--- src/rtl/fft_ctrl_pkg.sv ---
// Shared types and constants for the FFT butterfly sequencer.
// Contents: FSM state enum, minimum/default FFT size limits, default
// butterfly latency, stage and block-exponent widths.
package fft_ctrl_pkg;

    typedef enum logic [1:0] {
        IDLE  = 2'd0,
        RUN   = 2'd1,
        DRAIN = 2'd2,
        DONE  = 2'd3
    } state_t;

    localparam int unsigned MIN_LOG2N     = 3;
    localparam int unsigned DEF_MAX_LOG2N = 10;
    localparam int unsigned DEF_BFLY_LAT  = 3;
    localparam int unsigned STAGE_W       = 4;
    localparam int unsigned EXP_W         = 4;

endpackage

--- src/rtl/fft_bfly_addr_gen.sv ---
// Radix-2 DIF butterfly address and twiddle decode for butterfly k of stage s.
// Ports:
//   k       butterfly index within the stage (0 .. N/2-1)
//   s       stage index
//   log2n   FFT size exponent
//   addr_a  upper operand address
//   addr_b  lower operand address (addr_a + half)
//   tw_idx  twiddle ROM index
module fft_bfly_addr_gen
    import fft_ctrl_pkg::*;
#(
    parameter int unsigned ADDR_W = 10,
    parameter int unsigned TW_W   = 9
) (
    input  logic [ADDR_W-1:0]  k,
    input  logic [STAGE_W-1:0] s,
    input  logic [STAGE_W-1:0] log2n,
    output logic [ADDR_W-1:0]  addr_a,
    output logic [ADDR_W-1:0]  addr_b,
    output logic [TW_W-1:0]    tw_idx
);

    logic [STAGE_W-1:0] sh;
    logic [ADDR_W-1:0]  half;
    logic [ADDR_W-1:0]  pos;
    logic [ADDR_W-1:0]  base;

    // half = 2^(log2n-1-s); the group base is grp * 2 * half
    always_comb begin
        sh     = log2n - s - STAGE_W'(1);
        half   = ADDR_W'(1) << sh;
        pos    = k & (half - ADDR_W'(1));
        base   = (k >> sh) << (sh + STAGE_W'(1));
        addr_a = base | pos;
        addr_b = addr_a + half;
        tw_idx = TW_W'(pos << s);
    end

endmodule

--- src/rtl/fft_bfly_sequencer.sv ---
// In-place radix-2 DIF FFT butterfly sequencer for one shared datapath.
// Optional feature macro: FFT_BLOCK_FLOAT_EN (block floating-point scaling).
// Ports:
//   clk, rst              clock, asynchronous active-high reset
//   start, log2n          begin an FFT of size 2^log2n (3..MAX_LOG2N)
//   abort                 cancel the current FFT, flush pending writes
//   bfly_ready            datapath accepts an issue this cycle
//   bfly_ovf              datapath overflow, qualified by wr_en
//   rd_valid, rd_addr_a/b, tw_idx   butterfly issue (same-cycle ready qualified)
//   wr_en, wr_addr_a/b    write-back, issue delayed BFLY_LAT cycles
//   stage, busy, done, cfg_err, ovf_sticky   status
//   scale_en, blk_exp     (FFT_BLOCK_FLOAT_EN only) stage scaling and exponent
module fft_bfly_sequencer
    import fft_ctrl_pkg::*;
#(
    parameter int unsigned MAX_LOG2N = DEF_MAX_LOG2N,
    parameter int unsigned ADDR_W    = MAX_LOG2N,
    parameter int unsigned BFLY_LAT  = DEF_BFLY_LAT
) (
    input  logic                 clk,
    input  logic                 rst,
    input  logic                 start,
    input  logic [STAGE_W-1:0]   log2n,
    input  logic                 abort,
    input  logic                 bfly_ready,
    input  logic                 bfly_ovf,
    output logic                 rd_valid,
    output logic [ADDR_W-1:0]    rd_addr_a,
    output logic [ADDR_W-1:0]    rd_addr_b,
    output logic [MAX_LOG2N-2:0] tw_idx,
    output logic                 wr_en,
    output logic [ADDR_W-1:0]    wr_addr_a,
    output logic [ADDR_W-1:0]    wr_addr_b,
    output logic [STAGE_W-1:0]   stage,
    output logic                 busy,
    output logic                 done,
    output logic                 cfg_err,
    output logic                 ovf_sticky
`ifdef FFT_BLOCK_FLOAT_EN
    ,
    output logic                 scale_en,
    output logic [EXP_W-1:0]     blk_exp
`endif
);

    localparam int unsigned TW_W  = MAX_LOG2N - 1;
    localparam int unsigned CNT_W = $clog2(BFLY_LAT + 1);

    state_t               state;
    logic [STAGE_W-1:0]   log2n_q;
    logic [STAGE_W-1:0]   s_q;
    logic [ADDR_W-1:0]    k_q;
    logic [CNT_W-1:0]     drain_cnt;
    logic [BFLY_LAT-1:0]  wv;
    logic [ADDR_W-1:0]    wa [BFLY_LAT];
    logic [ADDR_W-1:0]    wb [BFLY_LAT];
`ifdef FFT_BLOCK_FLOAT_EN
    logic                 stage_ovf;
`endif

    logic [ADDR_W-1:0]    ga;
    logic [ADDR_W-1:0]    gb;
    logic [TW_W-1:0]      gtw;
    logic [ADDR_W-1:0]    half_n;
    logic                 run;
    logic                 last_k;
    logic                 last_stage;
    logic                 ovf_hit;
    logic                 start_ok;

    fft_bfly_addr_gen #(
        .ADDR_W (ADDR_W),
        .TW_W   (TW_W)
    ) u_addr_gen (
        .k      (k_q),
        .s      (s_q),
        .log2n  (log2n_q),
        .addr_a (ga),
        .addr_b (gb),
        .tw_idx (gtw)
    );

    // Stage bookkeeping decode
    always_comb begin
        run        = (state == RUN);
        half_n     = ADDR_W'(1) << (log2n_q - STAGE_W'(1));
        last_k     = (k_q == half_n - ADDR_W'(1));
        last_stage = (s_q == log2n_q - STAGE_W'(1));
        ovf_hit    = wr_en & bfly_ovf;
        start_ok   = (log2n >= STAGE_W'(MIN_LOG2N)) && (log2n <= STAGE_W'(MAX_LOG2N));
    end

    // Issue is qualified by ready in the same cycle; addresses idle at zero
    assign rd_valid  = run & bfly_ready;
    assign rd_addr_a = run ? ga  : '0;
    assign rd_addr_b = run ? gb  : '0;
    assign tw_idx    = run ? gtw : '0;
    assign wr_en     = wv[BFLY_LAT-1];
    assign wr_addr_a = wa[BFLY_LAT-1];
    assign wr_addr_b = wb[BFLY_LAT-1];
    assign stage     = s_q;

    // Sequencer FSM, free-running write-back delay line and status flags
    always_ff @(posedge clk or posedge rst) begin
        if (rst) begin
            state      <= IDLE;
            log2n_q    <= '0;
            s_q        <= '0;
            k_q        <= '0;
            drain_cnt  <= '0;
            wv         <= '0;
            for (int i = 0; i < int'(BFLY_LAT); i++) begin
                wa[i] <= '0;
                wb[i] <= '0;
            end
            busy       <= 1'b0;
            done       <= 1'b0;
            cfg_err    <= 1'b0;
            ovf_sticky <= 1'b0;
`ifdef FFT_BLOCK_FLOAT_EN
            stage_ovf  <= 1'b0;
            scale_en   <= 1'b0;
            blk_exp    <= '0;
`endif
        end else begin
            done    <= 1'b0;
            cfg_err <= 1'b0;

            // Delay line shifts every cycle, independent of stalls
            wv[0] <= rd_valid;
            wa[0] <= rd_addr_a;
            wb[0] <= rd_addr_b;
            for (int i = 1; i < int'(BFLY_LAT); i++) begin
                wv[i] <= wv[i-1];
                wa[i] <= wa[i-1];
                wb[i] <= wb[i-1];
            end

            if (ovf_hit) begin
                ovf_sticky <= 1'b1;
            end
`ifdef FFT_BLOCK_FLOAT_EN
            if (ovf_hit) begin
                stage_ovf <= 1'b1;
            end
`endif

            if (abort) begin
                state <= IDLE;
                busy  <= 1'b0;
                wv    <= '0;
`ifdef FFT_BLOCK_FLOAT_EN
                scale_en <= 1'b0;
`endif
            end else begin
                case (state)
                    IDLE: begin
                        if (start) begin
                            if (start_ok) begin
                                log2n_q    <= log2n;
                                s_q        <= '0;
                                k_q        <= '0;
                                ovf_sticky <= 1'b0;
                                busy       <= 1'b1;
                                state      <= RUN;
`ifdef FFT_BLOCK_FLOAT_EN
                                stage_ovf  <= 1'b0;
                                scale_en   <= 1'b0;
                                blk_exp    <= '0;
`endif
                            end else begin
                                cfg_err <= 1'b1;
                            end
                        end
                    end
                    RUN: begin
                        if (bfly_ready) begin
                            if (last_k) begin
                                drain_cnt <= '0;
                                state     <= DRAIN;
                            end else begin
                                k_q <= k_q + ADDR_W'(1);
                            end
                        end
                    end
                    DRAIN: begin
                        // Hold off the next stage until the last write has landed
                        if (drain_cnt == CNT_W'(BFLY_LAT - 1)) begin
                            if (last_stage) begin
                                busy  <= 1'b0;
                                done  <= 1'b1;
                                state <= DONE;
`ifdef FFT_BLOCK_FLOAT_EN
                                scale_en  <= 1'b0;
                                stage_ovf <= 1'b0;
`endif
                            end else begin
                                s_q   <= s_q + STAGE_W'(1);
                                k_q   <= '0;
                                state <= RUN;
`ifdef FFT_BLOCK_FLOAT_EN
                                // Includes an overflow on this cycle's final write
                                scale_en  <= stage_ovf | ovf_hit;
                                stage_ovf <= 1'b0;
                                if (stage_ovf | ovf_hit) begin
                                    blk_exp <= blk_exp + EXP_W'(1);
                                end
`endif
                            end
                        end else begin
                            drain_cnt <= drain_cnt + CNT_W'(1);
                        end
                    end
                    DONE: begin
                        state <= IDLE;
                    end
                    default: begin
                        state <= IDLE;
                    end
                endcase
            end
        end
    end

endmodule

--- config.mk ---
export PLATFORM = sky130hd
export DESIGN_NAME = fft_bfly_sequencer
export DESIGN_NICKNAME = d
export VERILOG_FILES = /design/src/rtl/fft_ctrl_pkg.sv /design/src/rtl/fft_bfly_addr_gen.sv /design/src/rtl/fft_bfly_sequencer.sv
export SDC_FILE = /design/constraint.sdc
export NUM_CORES = 1
export LEC_CHECK = 0
export CORE_UTILIZATION = 25
export CTS_CLUSTER_SIZE = 14
export DETAILED_ROUTE_END_ITERATION = 8
export PLACE_DENSITY = 0.41
export SLEW_MARGIN = 40
export SYNTH_ARGS = -nofsm -noshare
export SYNTH_HDL_FRONTEND = slang
export SYNTH_SLANG_ARGS = --single-unit
--- constraint.sdc ---
create_clock -name clk -period 6.5 [get_ports clk]
set_clock_uncertainty 0.1 [all_clocks]
set_input_delay 0.975 -clock clk [delete_from_list [all_inputs] [get_ports clk]]
set_output_delay 0.975 -clock clk [all_outputs]
set_load 0.01 [all_outputs]
### Word level (Yosys, flattened, before mapping)

Index checks and enable logic that the tools add are counted.

| storage, ports and cells | value |
|---|---|
| bits in registers | 89 |
| output and inout port bits | 59 |
| bits of input ports | 10 |
| logic and storage cells | 117 |

| operators by class | value |
|---|---|
| multiplexer cells | 47 |
| $add $sub $neg | 10 |
| shift operators | 5 |
| equal/unequal tests | 20 |
| magnitude comparators | 2 |
| reduce and logical (&&, ||, !) cells | 12 |
| bitwise gates (word level) | 5 |

Operators with widths:

| cell | count |
|---|---|
| $mux 10 | 8 |
| $pmux 10 s3 | 1 |
| $mux 2 | 10 |
| $shl 1x4->10 const A | 2 |
| $sub 10x1->10 const B | 2 |
| $mux 1 | 18 |
| $mux 4 | 4 |
| $ne 3x3->1 const B | 5 |
| $reduce_and 5->1 | 3 |
| $ne 2x2->1 const B | 7 |
| $add 10x1->10 const B | 1 |
| $add 10x10->10 | 1 |
| $and 10x10->10 | 1 |
| $eq 10x10->1 | 1 |
| $or 10x10->10 | 1 |
| $shl 10x4->10 | 1 |
| $shl 10x4->9 | 1 |
| $shr 10x4->10 | 1 |
| $mux 9 | 1 |
| $add 4x1->4 const B | 2 |
| $pmux 2 s4 | 1 |
| $pmux 4 s2 | 1 |
| $reduce_and 8->1 | 1 |
| $sub 4x1->4 const B | 2 |
| 20 further kinds | 25 |

### Logic depth before layout (Yosys ltp)

| depth | value |
|---|---|
| depth after elaboration | 8 |
| gate-level depth with buffers | 23 |
| gate-level depth less buffers | 21 |

### Cells and area by module

Synthesis repeated with hierarchy kept, for this count alone.

| second synthesis, totals | value |
|---|---|
| cells, all modules | 644 |
| area total of the unflattened synthesis | 5931.9 um^2 |

Modules (own cells, without submodules):

| module | area an instance (um^2) | cells each | times used | sequential area each (um^2) |
|---|---|---|---|---|
| fft_bfly_sequencer | 4037.6 | 369 | 1 | 2227.1 |
| fft_bfly_addr_gen | 1894.3 | 275 | 1 | 0.0 |

### Least setup slack after synthesis

Ideal clock, no wire load.

| timing path | value |
|---|---|
| path kind | register -> output |
| start point | register s_q[0], in the netlist stage[0] |
| end point | output port rd_addr_b[9] |
| required time | 5425 ps |
| data arrival time | 4342 ps |
| stages on the path, launching flop included | 23 |
| slack | 1083 ps |
| path buffers | 2 |
| path through | dfrtp_1 -> inv_1 -> clkbuf_1 -> ha_1 -> inv_1 -> fa_1 -> xnor2_1 -> clkbuf_1 -> nor2_1 -> nand3_1 -> ha_1 -> inv_1 -> nand4_1 -> o21ai_0 -> nor2_1 -> nand2_1 -> ha_1 -> a21o_1 -> a21oi_1 -> o41ai_1 -> a21oi_1 -> xnor2_1 -> nor2_1 |

| on the way | value |
|---|---|
| longest elaborated chain between the ends | 8 |
| elaborated cells on any way between the ends | 11 |
| classes of those cells | add/sub: 5; shift: 3; mux: 1; bitwise: 2 |

RTL lines:

| item | line | RTL |
|---|---|---|
| from (decl) | fft_bfly_sequencer.sv:51 | `logic [STAGE_W-1:0] s_q;` |
| from (signal assigned) | fft_bfly_sequencer.sv:198 | `s_q <= s_q + STAGE_W'(1);` |
| $sub 4x4->4 (*) | fft_bfly_addr_gen.sv:30 | `sh = log2n - s - STAGE_W'(1);` |
| $sub 4x1->4 (*) | fft_bfly_addr_gen.sv:30 |  |
| $shl 1x4->10 | fft_bfly_addr_gen.sv:31 | `half = ADDR_W'(1) << sh;` |
| $sub 10x1->10 | fft_bfly_addr_gen.sv:32 | `pos = k & (half - ADDR_W'(1));` |
| $and 10x10->10 | fft_bfly_addr_gen.sv:32 |  |
| $or 10x10->10 | fft_bfly_addr_gen.sv:34 | `addr_a = base \| pos;` |
| $add 10x10->10 (*) | fft_bfly_addr_gen.sv:35 | `addr_b = addr_a + half;` |
| $mux 10 (*) | fft_bfly_sequencer.sv:96 | `assign rd_addr_b = run ? gb : '0;` |
| to (decl) | fft_bfly_sequencer.sv:29 | `output logic [ADDR_W-1:0] rd_addr_b,` |

Mark *: on every way between the ends. The rest lies on a longest branch, timed or not.

### Worst setup path in the final report

Same ends and word-level chain as after synthesis.

==> impl_metrics.toml <==
[run_status]
status = "complete, no violations"

[clocking]
cts-root-buf = "clkbuf_16"
cts.htree.levels = 3
clk_pin_slew_worst_paths_ns = 0.07
cts_tree = "yes"
clk_path_buf_depth = 2
clk_latency_ns = 0.35
cts_made_buffers = 9
cts.sinks = 89

[grt]
grt_overflow = 0
grt_pass1_wl_um = 24300
grt_max_degree = 58
antenna_found_initial = 0
track_usage_pct = 14.1
grt_pass1_vias = 4446

[pwr]
pwr-share-clk_pct = 23.5
p_int_w = 0.00126
swShare_pct = 40.2
combinationalPowerShare_pct = 46.9
vdd_drop_max_uv = 107
p_switching_w = 0.000845
p_leak_nw = 2.84
p_per_area_mw_per_mm2 = 317
power_w = 0.00210
seq_power_share_pct = 29.6

[placed_design]
place_hpwl_um = 11100
port_buffers = 68
place_congestion = 0.822
post-place-ws_ns = 0.457

[setup_path]
cp_num_buf_inv = 4
cp_max_fo = 6
path_cells = "inv_1 > ha_1 > inv_1 > fa_1 > xnor2_1 > buf_6 > mux4_2 > mux2i_1 > nor2_1 > o211ai_1 > o21a_1 > o21ai_1 > ha_1 > a21o_1 > a21o_1 > a21oi_1 > o41ai_1 > a21oi_1 > xnor2_1 > nor2_1 > clkdlybuf4s50_1"
cp_data_required_time_ns = 5.42
reg2reg_depth = 20
cpLargestDelayFamily = "compound AO/OA/AOI/OAI gates"
crit_path_top_delay_cell = "clkdlybuf4s50_1"
worstSetupPathType = "flip-flop to output pin"
startpoint_type = "flip-flop"
end_kind = "output pin"
cp.depth = 21
worst_ep_arrival_time_ns = 5.03
cp_slowest_stage_delay_ns = 0.56

[logic_synthesis]
ys_types = 76
synthArstFlopShare_pct = 100
yosysSeqAreaShare_pct = 41.1
ys_ff_latch = 89
synthTopCellsByArea = "dfrtp_1 (41%), ha_1 (4.8%), nand2_1 (3.9%)"
yosysMostFrequentCell = "dfrtp_1"
yosysWarnings = 0
syn_nets = 615
yosysTopAreaCell = "dfrtp_1"
synth_flop_cell = "dfrtp_1"
syn_area_mm2 = 0.00543
syn_area_per_cell_um2 = 9.32
synthCells = 582
synth_common_cells = "dfrtp_1 (89), nand2_1 (56), nor2_1 (51)"
synth_top_cell_area_share_pct = 41.1
synth-edff-count = 0

[floorplanning]
die_width_um = 149
die_h_um = 149
ios = 69
row_count = 53
start_util_pct = 25.6
die-area_mm2 = 0.0223
core_area_mm2 = 0.0212

[layout]
fillers = 2184
drive_above_1_share_pct = 10.3
antennaDiodeCount = 0
syn_to_final_growth_pct = 22.3
nets = 662

[drt]
totalWireLength_um = 14900
via_per_inst = 4.86
post_drt_wl_per_cell_um = 16.4
drc_errors = 0
vias = 4419
first_iter_violations = 328
ant_nets = 0
first_pass_iters = 4

[timing]
tightestPinTransition_ns = 0.672
fmax_mhz = 164
post-route-period-util_pct = 93.9
final_hold_viol_count = 0
slew_viol_final = 0
period_needed_ns = 6.10
finalSetupViolCount = 0
maxSlewHeadroom_pct = 55.2
timing.final.ws_setup_ns = 0.398

[worst_hold_path]
min_path_cells = 0
hp-class = "flip-flop to flip-flop"

[job]
maxCapViolCount = 0
-- stage by stage --
| stage | cells | setup TNS (ns) | instance area [µm²] | hold WS (ns) | util, % |
|---|---|---|---|---|---|
| 4_1_cts | 905 | 0 | 6580 | 0.246 | 31.1 |
| 5_1_grt | 909 | -0.00126 | 6640 | 0.248 | 31.4 |
| 6_report | 909 | 0 | 6640 | 0.244 | 31.4 |
| 3_3_place_gp | 888 | 0 | 6290 | 0.232 | 29.7 |
| 2_1_floorplan | 582 | 0 | 5430 | 0.231 | - |
| 3_5_place_dp | 889 | 0 | 6300 | 0.235 | 29.8 |
-- power groups by stage --
stage	Clock (W)	Combinational (W)	Sequential, W
6_report	0.000495	0.000988	0.000622
5_1_grt	0.000538	0.00109	0.000629
4_1_cts	0.000517	0.000963	0.000623
3_5_place_dp	0	0.000957	0.000633
3_3_place_gp	0	0.000963	0.000632
2_1_floorplan	0	0.000684	0.000631
-- flip-flops by register name, indices dropped and copies added, names as in the netlist --
signal and flops:
log2n_q 4, wr_addr_a 10, ovf_sticky 1, wa 20
cfg_err 1, busy 1, stage 4, drain_cnt 2
wb 20, done 1, k_q 10, wr_addr_b 10
wv 3, state 2
-- worst paths after layout --
kind	from	to	slack [ns]
worst max-delay path	stage[0]	rd_addr_b[9]	0.40
worst min-delay path	wb[11]	wr_addr_b[1]	0.24
worst max register to register	stage[0]	wb[29]	2.15
worst min register to register	wb[11]	wr_addr_b[1]	0.24
max in group asynchronous	rst	wb[21]	4.28
min in group asynchronous	rst	stage[3]	0.93
-- final cells by class --
cell class	instances	area [µm²]	share of cell area, %
multi-input cells	417	2850	42.9
flip-flops and latches	89	2230	33.6
inverters	23	91.3	1.38
well taps	275	344	5.18
clock buffers	11	243	3.66
clock inverters	5	38.8	0.584
repair buffers	89	842	12.7
-- kinds of logic (layout without fill, tap and decap cells) --
family          after synthesis  after routing  share of synthesized area [%]
simple gates                210            210                           19.7
compound gates              144            144                           18.2
flops                        89             89                           41.1
buf+inv                      76            128                           6.83
mux                           8              8                           2.21
fa+ha+maj                    23             23                           5.58
xor+xnor                     32             32                           6.37
-- layout by cell type, fill, tap and decap left out, drive strengths merged, types with 7 or more instances in the layout --
| master | n |
|---|---|
| nor3 | 13 |
| clkdlybuf4s50 | 68 |
| a21o | 10 |
| buf | 21 |
| a211oi | 8 |
| and2 | 11 |
| nor2b | 7 |
| o31ai | 8 |
| nand4 | 12 |
| o21ai | 30 |
| nor2 | 51 |
| or3 | 7 |
| clkbuf | 11 |
| dfrtp | 89 |
| xor2 | 10 |
| ha | 21 |
| a31oi | 8 |
| inv | 23 |
| a21oi | 31 |
| nand2 | 56 |
| xnor2 | 18 |
| or4 | 10 |
| o211ai | 8 |
| nand3 | 17 |
-- timing repair --
| item | 4_1_cts | 5_1_grt |
|---|---|---|
| hold buffers | 0 | 0 |
| gates resized for setup | 0 | 10 |
| buffers inserted | 0 | 4 |
| setup endpoints to repair | 0 | 6 |
| hold endpoints to repair | 0 | 0 |
-- metal layers --
layer | vias to the layer above | GRT usage (%) | wire length (µm) | share of wire, %
li1 | 2168 | - | - | -
met1 | 2160 | 17.7 | 6810 | 46
met2 | 75 | 24.0 | 7380 | 49
met3 | 16 | 2.29 | 402 | 2.7
met4 | 0 | 5.71 | 346 | 2.3
met5 | - | 0 | 0 | 0
(Power assumes the default switching activity.)
